## config.mk

```make
export PLATFORM = sky130hd
export DESIGN_NAME = srl16_chain_top
export DESIGN_NICKNAME = d
export VERILOG_FILES = /design/src/rtl/srl16_chain_top.sv
export SDC_FILE = /design/constraint.sdc
export NUM_CORES = 1
export LEC_CHECK = 0
export BUFFER_PORTS_ARGS = -buffer_cell sky130_fd_sc_hd__clkbuf_2
export CAP_MARGIN = 0
export CORE_MARGIN = 4
export CORE_UTILIZATION = 35
export CTS_CLUSTER_SIZE = 8
export DETAILED_ROUTE_END_ITERATION = 7
export GPL_ROUTABILITY_DRIVEN = 0
export MAX_ROUTING_LAYER = met4
export PLACE_DENSITY = 0.51
export SETUP_SLACK_MARGIN = 0.4
export SKIP_CTS_REPAIR_TIMING = 1
export SLEW_MARGIN = 20
export SYNTH_ARGS = -nofsm -noshare
export SYNTH_HDL_FRONTEND = slang
export SYNTH_SLANG_ARGS = --single-unit
```

## constraint.sdc

```tcl
create_clock -name clk -period 17.3 [get_ports clk]
set_input_delay 1.73 -clock clk [delete_from_list [all_inputs] [get_ports clk]]
set_output_delay 1.73 -clock clk [all_outputs]
set_load 0.03 [all_outputs]
```

## src/rtl/srl16_chain_top.sv

```systemverilog
// srl16_chain_top: self-checking SRL16 shift-register chain test.
// An LFSR feeds 8 lanes of cascaded SRL16-style delay lines; each lane's output is
// compared against a reference LFSR started D_i cycles late. Mismatches latch
// sticky per-lane error bits on led[7:0]; led[8] shows all lanes primed and
// led[15:9] is a heartbeat.
// Optional feature: define SRL16_FAULT_INJECT_EN to XOR sw[i] into lane i's input.
module srl16_chain_top #(
  parameter int          NUM_LANES = 8,
  parameter logic [15:0] LFSR_SEED = 16'hACE1
) (
  input  logic        clk,
  input  logic        rst,
  input  logic        rx,
  output logic        tx,
  input  logic [15:0] sw,
  output logic [15:0] led
);

  // Longest lane delay; the warm-up counter saturates here.
  localparam int                 MAX_D   = 15 * (NUM_LANES - 1) + 16;
  localparam int                 CNT_W   = 7;
  localparam logic [CNT_W-1:0]   CNT_MAX = CNT_W'(MAX_D);

  // x^16 + x^14 + x^13 + x^11 + 1, Fibonacci form shifting toward bit 0.
  function automatic logic [15:0] lfsr_next(input logic [15:0] s);
    return {s[0] ^ s[2] ^ s[3] ^ s[5], s[15:1]};
  endfunction

  logic [15:0]          gen_q = LFSR_SEED;
  logic [15:0]          gen_d;
  logic [CNT_W-1:0]     cnt_q = '0;
  logic [CNT_W-1:0]     cnt_d;
  logic [15:0]          ref_q [NUM_LANES] = '{default: LFSR_SEED};
  logic [15:0]          ref_d [NUM_LANES];
  logic [NUM_LANES-1:0] err_q = '0;
  logic [NUM_LANES-1:0] err_d;
  logic [26:0]          hb_q = '0;
  logic [26:0]          hb_d;

  logic [NUM_LANES-1:0] lane_in;
  logic [NUM_LANES-1:0] chain_out;
  logic [NUM_LANES-1:0] primed;
  logic [NUM_LANES-1:0] ref_bit;
  logic                 unused_in;

  // UART receive and the spare switches have no function in this test.
  assign unused_in = ^{rx, sw};

`ifdef SRL16_FAULT_INJECT_EN
  assign lane_in = {NUM_LANES{gen_q[0]}} ^ sw[NUM_LANES-1:0];
`else
  assign lane_in = {NUM_LANES{gen_q[0]}};
`endif

  // Per-lane cascade of SRL16 models; contents are never reset, so priming must
  // wait a full lane delay before any output is trusted.
  for (genvar L = 0; L < NUM_LANES; L++) begin : g_lane
    localparam int D = 15 * L + 16;

    logic [15:0] sr_q [L+1] = '{default: '0};
    logic [L+1:0] tap;
    logic         unused_msb;

    assign tap[0]     = lane_in[L];
    // Bit 15 of the last stage is unread when its address is below 15.
    assign unused_msb = sr_q[L][15];

    for (genvar k = 0; k <= L; k++) begin : g_stage
      localparam int A = (k == L) ? (15 - L) : 15;
      assign tap[k+1] = sr_q[k][A];
    end

    // Shift every stage each cycle (clock enable permanently high).
    always_ff @(posedge clk) begin
      for (int k = 0; k <= L; k++) begin
        sr_q[k] <= {sr_q[k][14:0], tap[k]};
      end
    end

    assign chain_out[L] = tap[L+1];
    assign primed[L]    = (cnt_q >= CNT_W'(D));
    assign ref_bit[L]   = ref_q[L][0];
  end

  // Next-state for generator, warm-up counter, checkers, errors and heartbeat.
  always_comb begin
    gen_d = lfsr_next(gen_q);
    cnt_d = (cnt_q == CNT_MAX) ? cnt_q : cnt_q + 1'b1;
    for (int l = 0; l < NUM_LANES; l++) begin
      ref_d[l] = primed[l] ? lfsr_next(ref_q[l]) : ref_q[l];
    end
    err_d = err_q | (primed & (chain_out ^ ref_bit));
    hb_d  = hb_q + 27'd1;
  end

  // Generator LFSR and warm-up counter; reset un-primes every checker at once.
  always_ff @(posedge clk or posedge rst) begin
    if (rst) begin
      gen_q <= LFSR_SEED;
      cnt_q <= '0;
    end else begin
      gen_q <= gen_d;
      cnt_q <= cnt_d;
    end
  end

  // Reference LFSRs and sticky error flags.
  always_ff @(posedge clk or posedge rst) begin
    if (rst) begin
      for (int l = 0; l < NUM_LANES; l++) begin
        ref_q[l] <= LFSR_SEED;
      end
      err_q <= '0;
    end else begin
      for (int l = 0; l < NUM_LANES; l++) begin
        ref_q[l] <= ref_d[l];
      end
      err_q <= err_d;
    end
  end

  // Free-running heartbeat counter.
  always_ff @(posedge clk or posedge rst) begin
    if (rst) begin
      hb_q <= '0;
    end else begin
      hb_q <= hb_d;
    end
  end

  assign tx  = 1'b1;
  assign led = {hb_q[26:20], &primed, err_q};

endmodule

```

# After elaboration in Yosys (flattened, before gate mapping)
# Memories as Yosys holds them, arrays and structs flattened.
# Index checks and enable logic that the tools add are counted.
[op_classes]
magnitude_cmp = 8
addsub = 2
bitwise = 30
n_eq_ne = 1
n_reduce_logical = 1
[op_table]
columns = ["operator", "count"]
rows = [
  [">= comparator 7 bit (second input constant)", 4],
  ["adder 27 x 1 -> 27 bit (second input constant)", 1],
  ["XOR 1 bit", 27],
  [">= comparator 7 x 5 -> 1 bit (second input constant)", 2],
  [">= comparator 7 x 6 -> 1 bit (second input constant)", 2],
  ["bitwise AND 8 bit", 1],
  ["OR 8 bit", 1],
  ["AND reduction 8 bit", 1],
  ["XOR 8 bit", 1],
  ["adder 7 x 1 -> 7 bit (second input constant)", 1],
  ["equality test 7 bit (second input constant)", 1],
]
[word_totals]
ff_bits = 186
mem_bits_rw = 576
memories = 8
[memory_table]
columns = ["name", "words", "word_bits", "rd", "rd_ports_with_merged_regs", "write_ports", "line_no", "rtl"]
rows = [
  ["g_lane[7].sr_q", 8, 16, 8, 0, 8, "60", "logic [15:0] sr_q [L+1] = '{default: '0};"],
  ["g_lane[6].sr_q", 7, 16, 7, 0, 7, "60", ""],
  ["g_lane[5].sr_q", 6, 16, 6, 0, 6, "60", ""],
  ["g_lane[4].sr_q", 5, 16, 5, 0, 5, "60", ""],
  ["g_lane[3].sr_q", 4, 16, 4, 0, 4, "60", ""],
  ["g_lane[2].sr_q", 3, 16, 3, 0, 3, "60", ""],
  ["2 more memories", "n/a", "n/a", "n/a", "n/a", "n/a", "n/a", ""],
]

# Longest topological paths before layout
# An unclocked memory read counts as a cell.
[logic_depth]
ltp_word = 4
mapped_depth = 8

# Worst setup path before layout
# Ideal clock, no wire load.
[synth_path]
kind = "reg-to-output"
from = "register cnt_q[1]"
to = "output led[8]"
path_stages_with_launch = 7
t_arrival_ns = 1.353
n_path_buf = 2
setup_slack_ns = 14.217
path_cell_list = "dfrtp_1 -> buf_6 -> inv_1 -> ha_1 -> nor4_1 -> nor2_2 -> buf_4"
[synth_via]
elab_chain_len = 2
elab_cells_between_ends = 9
classes_between = "8 x order compare; 1 x reduce/logical"
[synth_lines]
columns = ["item", "line_no", "rtl"]
rows = [
  ["start, declared", "31", "logic [CNT_W-1:0] cnt_q = '0;"],
  ["start signal, assigned", "103", "cnt_q <= cnt_d;"],
  [">= comparator 7 x 5 -> 1 bit (tied with other cells)", "81", "assign primed[L] = (cnt_q >= CNT_W'(D));"],
  ["AND reduction 8 bit *", "132", "assign led = {hb_q[26:20], &primed, err_q};"],
  ["end, declared", "16", "output logic [15:0] led"],
]
# Every way passes the cells marked *; elsewhere a longest branch is shown, timed or not.

# Worst setup path after layout
# Ends and elaborated chain as after synthesis.

==> impl_metrics.env <==
export IMPL_outcome="completed"
export IMPL_die_w_um=178
export IMPL_initial_antenna_violation_count=0
export IMPL_synth_yosys_warnings=0
export IMPL_placement_cell_area_um2=10400
export IMPL_power_leakage_nw=5.15
export IMPL_switching_fraction_pct=19.8
export IMPL_grt_pass1_vias=5054
export IMPL_ys_types=40
export IMPL_clock_fmax_mhz=264
export IMPL_final_setup_skew_ns=0.0148
export IMPL_routedLengthMet1_um=6260
export IMPL_crit_path_max_fanout=19
export IMPL_postSynthCellCount=622
export IMPL_clock_tree_from_tritoncts="yes"
export IMPL_setup_worst_path_end_class="output port"
export IMPL_syn_nets=645
export IMPL_synth_edff_count=0
export IMPL_tightestPinTransition_ns=0.951
export IMPL_top_reg_cell_synth="sky130_fd_sc_hd__dfxtp_1"
export IMPL_top_signal_layer_used="met4"
export IMPL_seqPwrFrac_pct=48.2
export IMPL_detailroute_via_count=4602
export IMPL_synth_top_family_by_area="multiplexers"
export IMPL_drc=0
export IMPL_cts_sink_cnt=307
export IMPL_grt_first_pass_wirelength_um=23400
export IMPL_insertion_delay_ns=0.52
export IMPL_number_of_maximum_capacitance_constraint_violations=0
export IMPL_final_max_slew_violation_count=0
export IMPL_antenna_violating_nets_post_route=0
export IMPL_core_um2=28100
export IMPL_post_synth_fa_ha_maj_area_fraction_pct=0.498
export IMPL_clock_path_buffers=3
export IMPL_diodes=0
export IMPL_worst_ep_arrival_time_ns=2.06
export IMPL_initial_core_util_pct=35.8
export IMPL_detail_route_iter0_violations=231
export IMPL_mappedNetlistArea_um2=10100
export IMPL_worst_ep_required_time_ns=15.57
export IMPL_area_fraction_in_compound_gates_after_synthesis_pct=2.02
export IMPL_comb_power_share_pct=0.6
export IMPL_synth_sequential_area_ratio_pct=71.3
export IMPL_ctsHtreeMaxLevel=2
export IMPL_met2_routed_wl_um=5890
export IMPL_p_int_mw=1.19
export IMPL_post_drt_via_cell_ratio=4.28
export IMPL_synth_area_mux_share_pct=14.3
export IMPL_global_route_overflow_total=0
export IMPL_period_minus_slack_ns=3.79
export IMPL_timing_hold_worst_class="flop to flop"
export IMPL_number_of_buffers_inserted_during_clock_tree_synthesis=44
export IMPL_ys_ff_latch=307
export IMPL_wl_um=13200
export IMPL_final_design_utilization_pct=41.6
export IMPL_post_synth_and_or_nand_nor_area_fraction_pct=3.72
export IMPL_first_pass_iters=4
export IMPL_critPathKind="flop to output port"
export IMPL_timing_final_hold_violations=0
export IMPL_final_design_area_no_fill_um2=11700
export IMPL_synthXorXnorAreaFrac_pct=5.75
export IMPL_timing_critical_path_from_type="flop"
export IMPL_powerDensity_nw_per_um2=127
export IMPL_timing_max_slew_rel_slack_pct=36.6
export IMPL_layout_drive_gt1_share_pct=38.7
export IMPL_fill_cells=2644
export IMPL_synth_async_reset_ratio_pct=60.6
export IMPL_total_switching_power_mw=0.295
export IMPL_syn2layout_area_growth_pct=16.2
export IMPL_numPortBuffers=17
export IMPL_tns_ns=0
export IMPL_pin_count=36
export IMPL_avgSynthCellArea_um2=16.2
export IMPL_final_min_period_over_clock_period_pct=21.9
export IMPL_placementRows=61
export IMPL_fp_dieH_um=178
export IMPL_grt_usage_pct=9.03
export IMPL_design_die_area_um2=31500
export IMPL_power_share_of_the_clock_group_pct=51.2
export IMPL_finalSetupViolations=0
export IMPL_clkSlewWorstSetupHoldPaths_ns=0.05
export IMPL_detailed_place_hpwl_um=7290
export IMPL_cts_root_buf="sky130_fd_sc_hd__clkbuf_16"
export IMPL_ir_drop_v=0.0000671
export IMPL_largest_net_degree_at_the_start_of_global_routing=123
export IMPL_routed_wl_met3_um=586
export IMPL_grt_setup_unrepaired="no"
export IMPL_detail_route_wl_per_cell_um=12.2
export IMPL_post_layout_net_count=686
[layout by cell type, fill, tap and decap left out, types with 2 or more instances in the layout]
master and count:
sky130_fd_sc_hd__a211o_1 2, sky130_fd_sc_hd__a21o_1 6, sky130_fd_sc_hd__a21oi_1 4, sky130_fd_sc_hd__and3_1 8, sky130_fd_sc_hd__buf_4 3, sky130_fd_sc_hd__clkbuf_1 33, sky130_fd_sc_hd__clkbuf_16 44, sky130_fd_sc_hd__clkbuf_2 17
sky130_fd_sc_hd__dfrtp_1 114, sky130_fd_sc_hd__dfstp_2 72, sky130_fd_sc_hd__dfxtp_1 121, sky130_fd_sc_hd__ha_1 4, sky130_fd_sc_hd__inv_1 6, sky130_fd_sc_hd__mux2_1 2, sky130_fd_sc_hd__mux2_2 98, sky130_fd_sc_hd__mux2_4 21
sky130_fd_sc_hd__nand2_1 13, sky130_fd_sc_hd__nand3_1 14, sky130_fd_sc_hd__nand4_1 9, sky130_fd_sc_hd__nor2_1 9, sky130_fd_sc_hd__nor3_1 2, sky130_fd_sc_hd__nor4_1 2, sky130_fd_sc_hd__o21ai_0 5, sky130_fd_sc_hd__o21bai_1 4
sky130_fd_sc_hd__xnor2_1 55, sky130_fd_sc_hd__xor2_1 11
[metal layers]
metal,vias up,track usage (%)
li1,2192,-
met1,2310,11.5
met2,60,13.6
met3,40,2.54
met4,0,3.87
met5,-,-
[stage by stage]
step / hold slack, ns / setup WS (ns) / total power, mW / cells
3_3_place_gp: 0.310 / 13.84 / 0.737 / 995
5_1_grt: 0.321 / 13.37 / 1.55 / 1075
2_1_floorplan: 0.310 / 10.63 / 0.735 / 622
6_report: 0.314 / 13.51 / 1.49 / 1075
3_5_place_dp: 0.312 / 13.73 / 0.737 / 995
4_1_cts: 0.315 / 13.48 / 1.52 / 1075
[state kept, by name (all words and copies together), names as in the netlist]
name	count
ref_q	120
ref_bit	8
gen_q	16
err_q	8
cnt_q	7
g_lane.sr_q	121
hb_q	27
[path summary, 6_finish.rpt]
path / from / endpoint / slack (ns) / cells after the start
max in group asynchronous: rst / ref_q[9]$_DFFE_PP0P_ / 14.55 / 3
min reg2reg: g_lane[5].sr_q[5][13]$_DFF_P_ / g_lane[6].sr_q[5][14]$_DFF_P_ / 0.31 / 0
max reg2reg: cnt_q[1]$_DFFE_PP0N_ / ref_q[73]$_DFFE_PP0P_ / 15.02 / 5
min in group asynchronous: rst / hb_q[26]$_DFF_PP0_ / 1.35 / 2
min: g_lane[5].sr_q[5][13]$_DFF_P_ / g_lane[6].sr_q[5][14]$_DFF_P_ / 0.31 / 0
max: cnt_q[1]$_DFFE_PP0N_ / led[8] / 13.51 / 6
[power by group through the flow]
| stage | clock [mW] | sequential, mW | combinational [mW] |
|---|---|---|---|
| finish | 0.762 | 0.716 | 0.00871 |
| global route | 0.822 | 0.715 | 0.0107 |
| CTS | 0.791 | 0.716 | 0.00944 |
| detailed placement | 0 | 0.728 | 0.00943 |
| global placement | 0 | 0.728 | 0.00893 |
| floorplan | 0 | 0.728 | 0.00661 |
[cells by family (layout without fill, tap and decap cells)]
group / Yosys count / in the layout
XOR/XNOR: 66 / 66
AND/OR/NAND/NOR: 65 / 65
other: 1 / 1
AO/OA/AOI/OAI: 26 / 26
buffers and inverters: 32 / 107
adder cells (fa/ha/maj): 4 / 4
multiplexers: 121 / 121
flip-flops: 307 / 307
[synthesized netlist by cell type, types with 7 or more instances]
cell type | count | share of area [%]
sky130_fd_sc_hd__mux2_2 | 98 | 11
sky130_fd_sc_hd__nand2_1 | 13 | 0.49
sky130_fd_sc_hd__inv_1 | 7 | 0.26
sky130_fd_sc_hd__xor2_1 | 11 | 0.96
sky130_fd_sc_hd__mux2_4 | 21 | 3.1
sky130_fd_sc_hd__nand4_1 | 9 | 0.56
sky130_fd_sc_hd__and3_1 | 8 | 0.50
sky130_fd_sc_hd__dfrtp_1 | 114 | 28
sky130_fd_sc_hd__buf_4 | 15 | 1.1
sky130_fd_sc_hd__nor2_1 | 9 | 0.34
sky130_fd_sc_hd__dfxtp_1 | 121 | 24
sky130_fd_sc_hd__xnor2_1 | 55 | 4.8
sky130_fd_sc_hd__dfstp_2 | 72 | 19
sky130_fd_sc_hd__nand3_1 | 14 | 0.70
[area by class of cell]
type	count	area (µm²)	share of cell area [%]
well taps	378	473	4.05
clock buffers	77	1220	10.5
clock inverters	3	32.5	0.278
multi-input cells	283	2650	22.7
inverters	7	33.8	0.289
repair buffers	20	108	0.921
flip-flops and latches	307	7170	61.3
[critical path: stages (launching register included)]
cell	delay, ns
sky130_fd_sc_hd__dfrtp_1	0.50
sky130_fd_sc_hd__inv_1	0.11
sky130_fd_sc_hd__ha_1	0.22
sky130_fd_sc_hd__nor4_1	0.24
sky130_fd_sc_hd__nor2_2	0.06
sky130_fd_sc_hd__buf_4	0.21
sky130_fd_sc_hd__clkbuf_2	0.20
No activity file was read; power rests on OpenSTA's default activity.
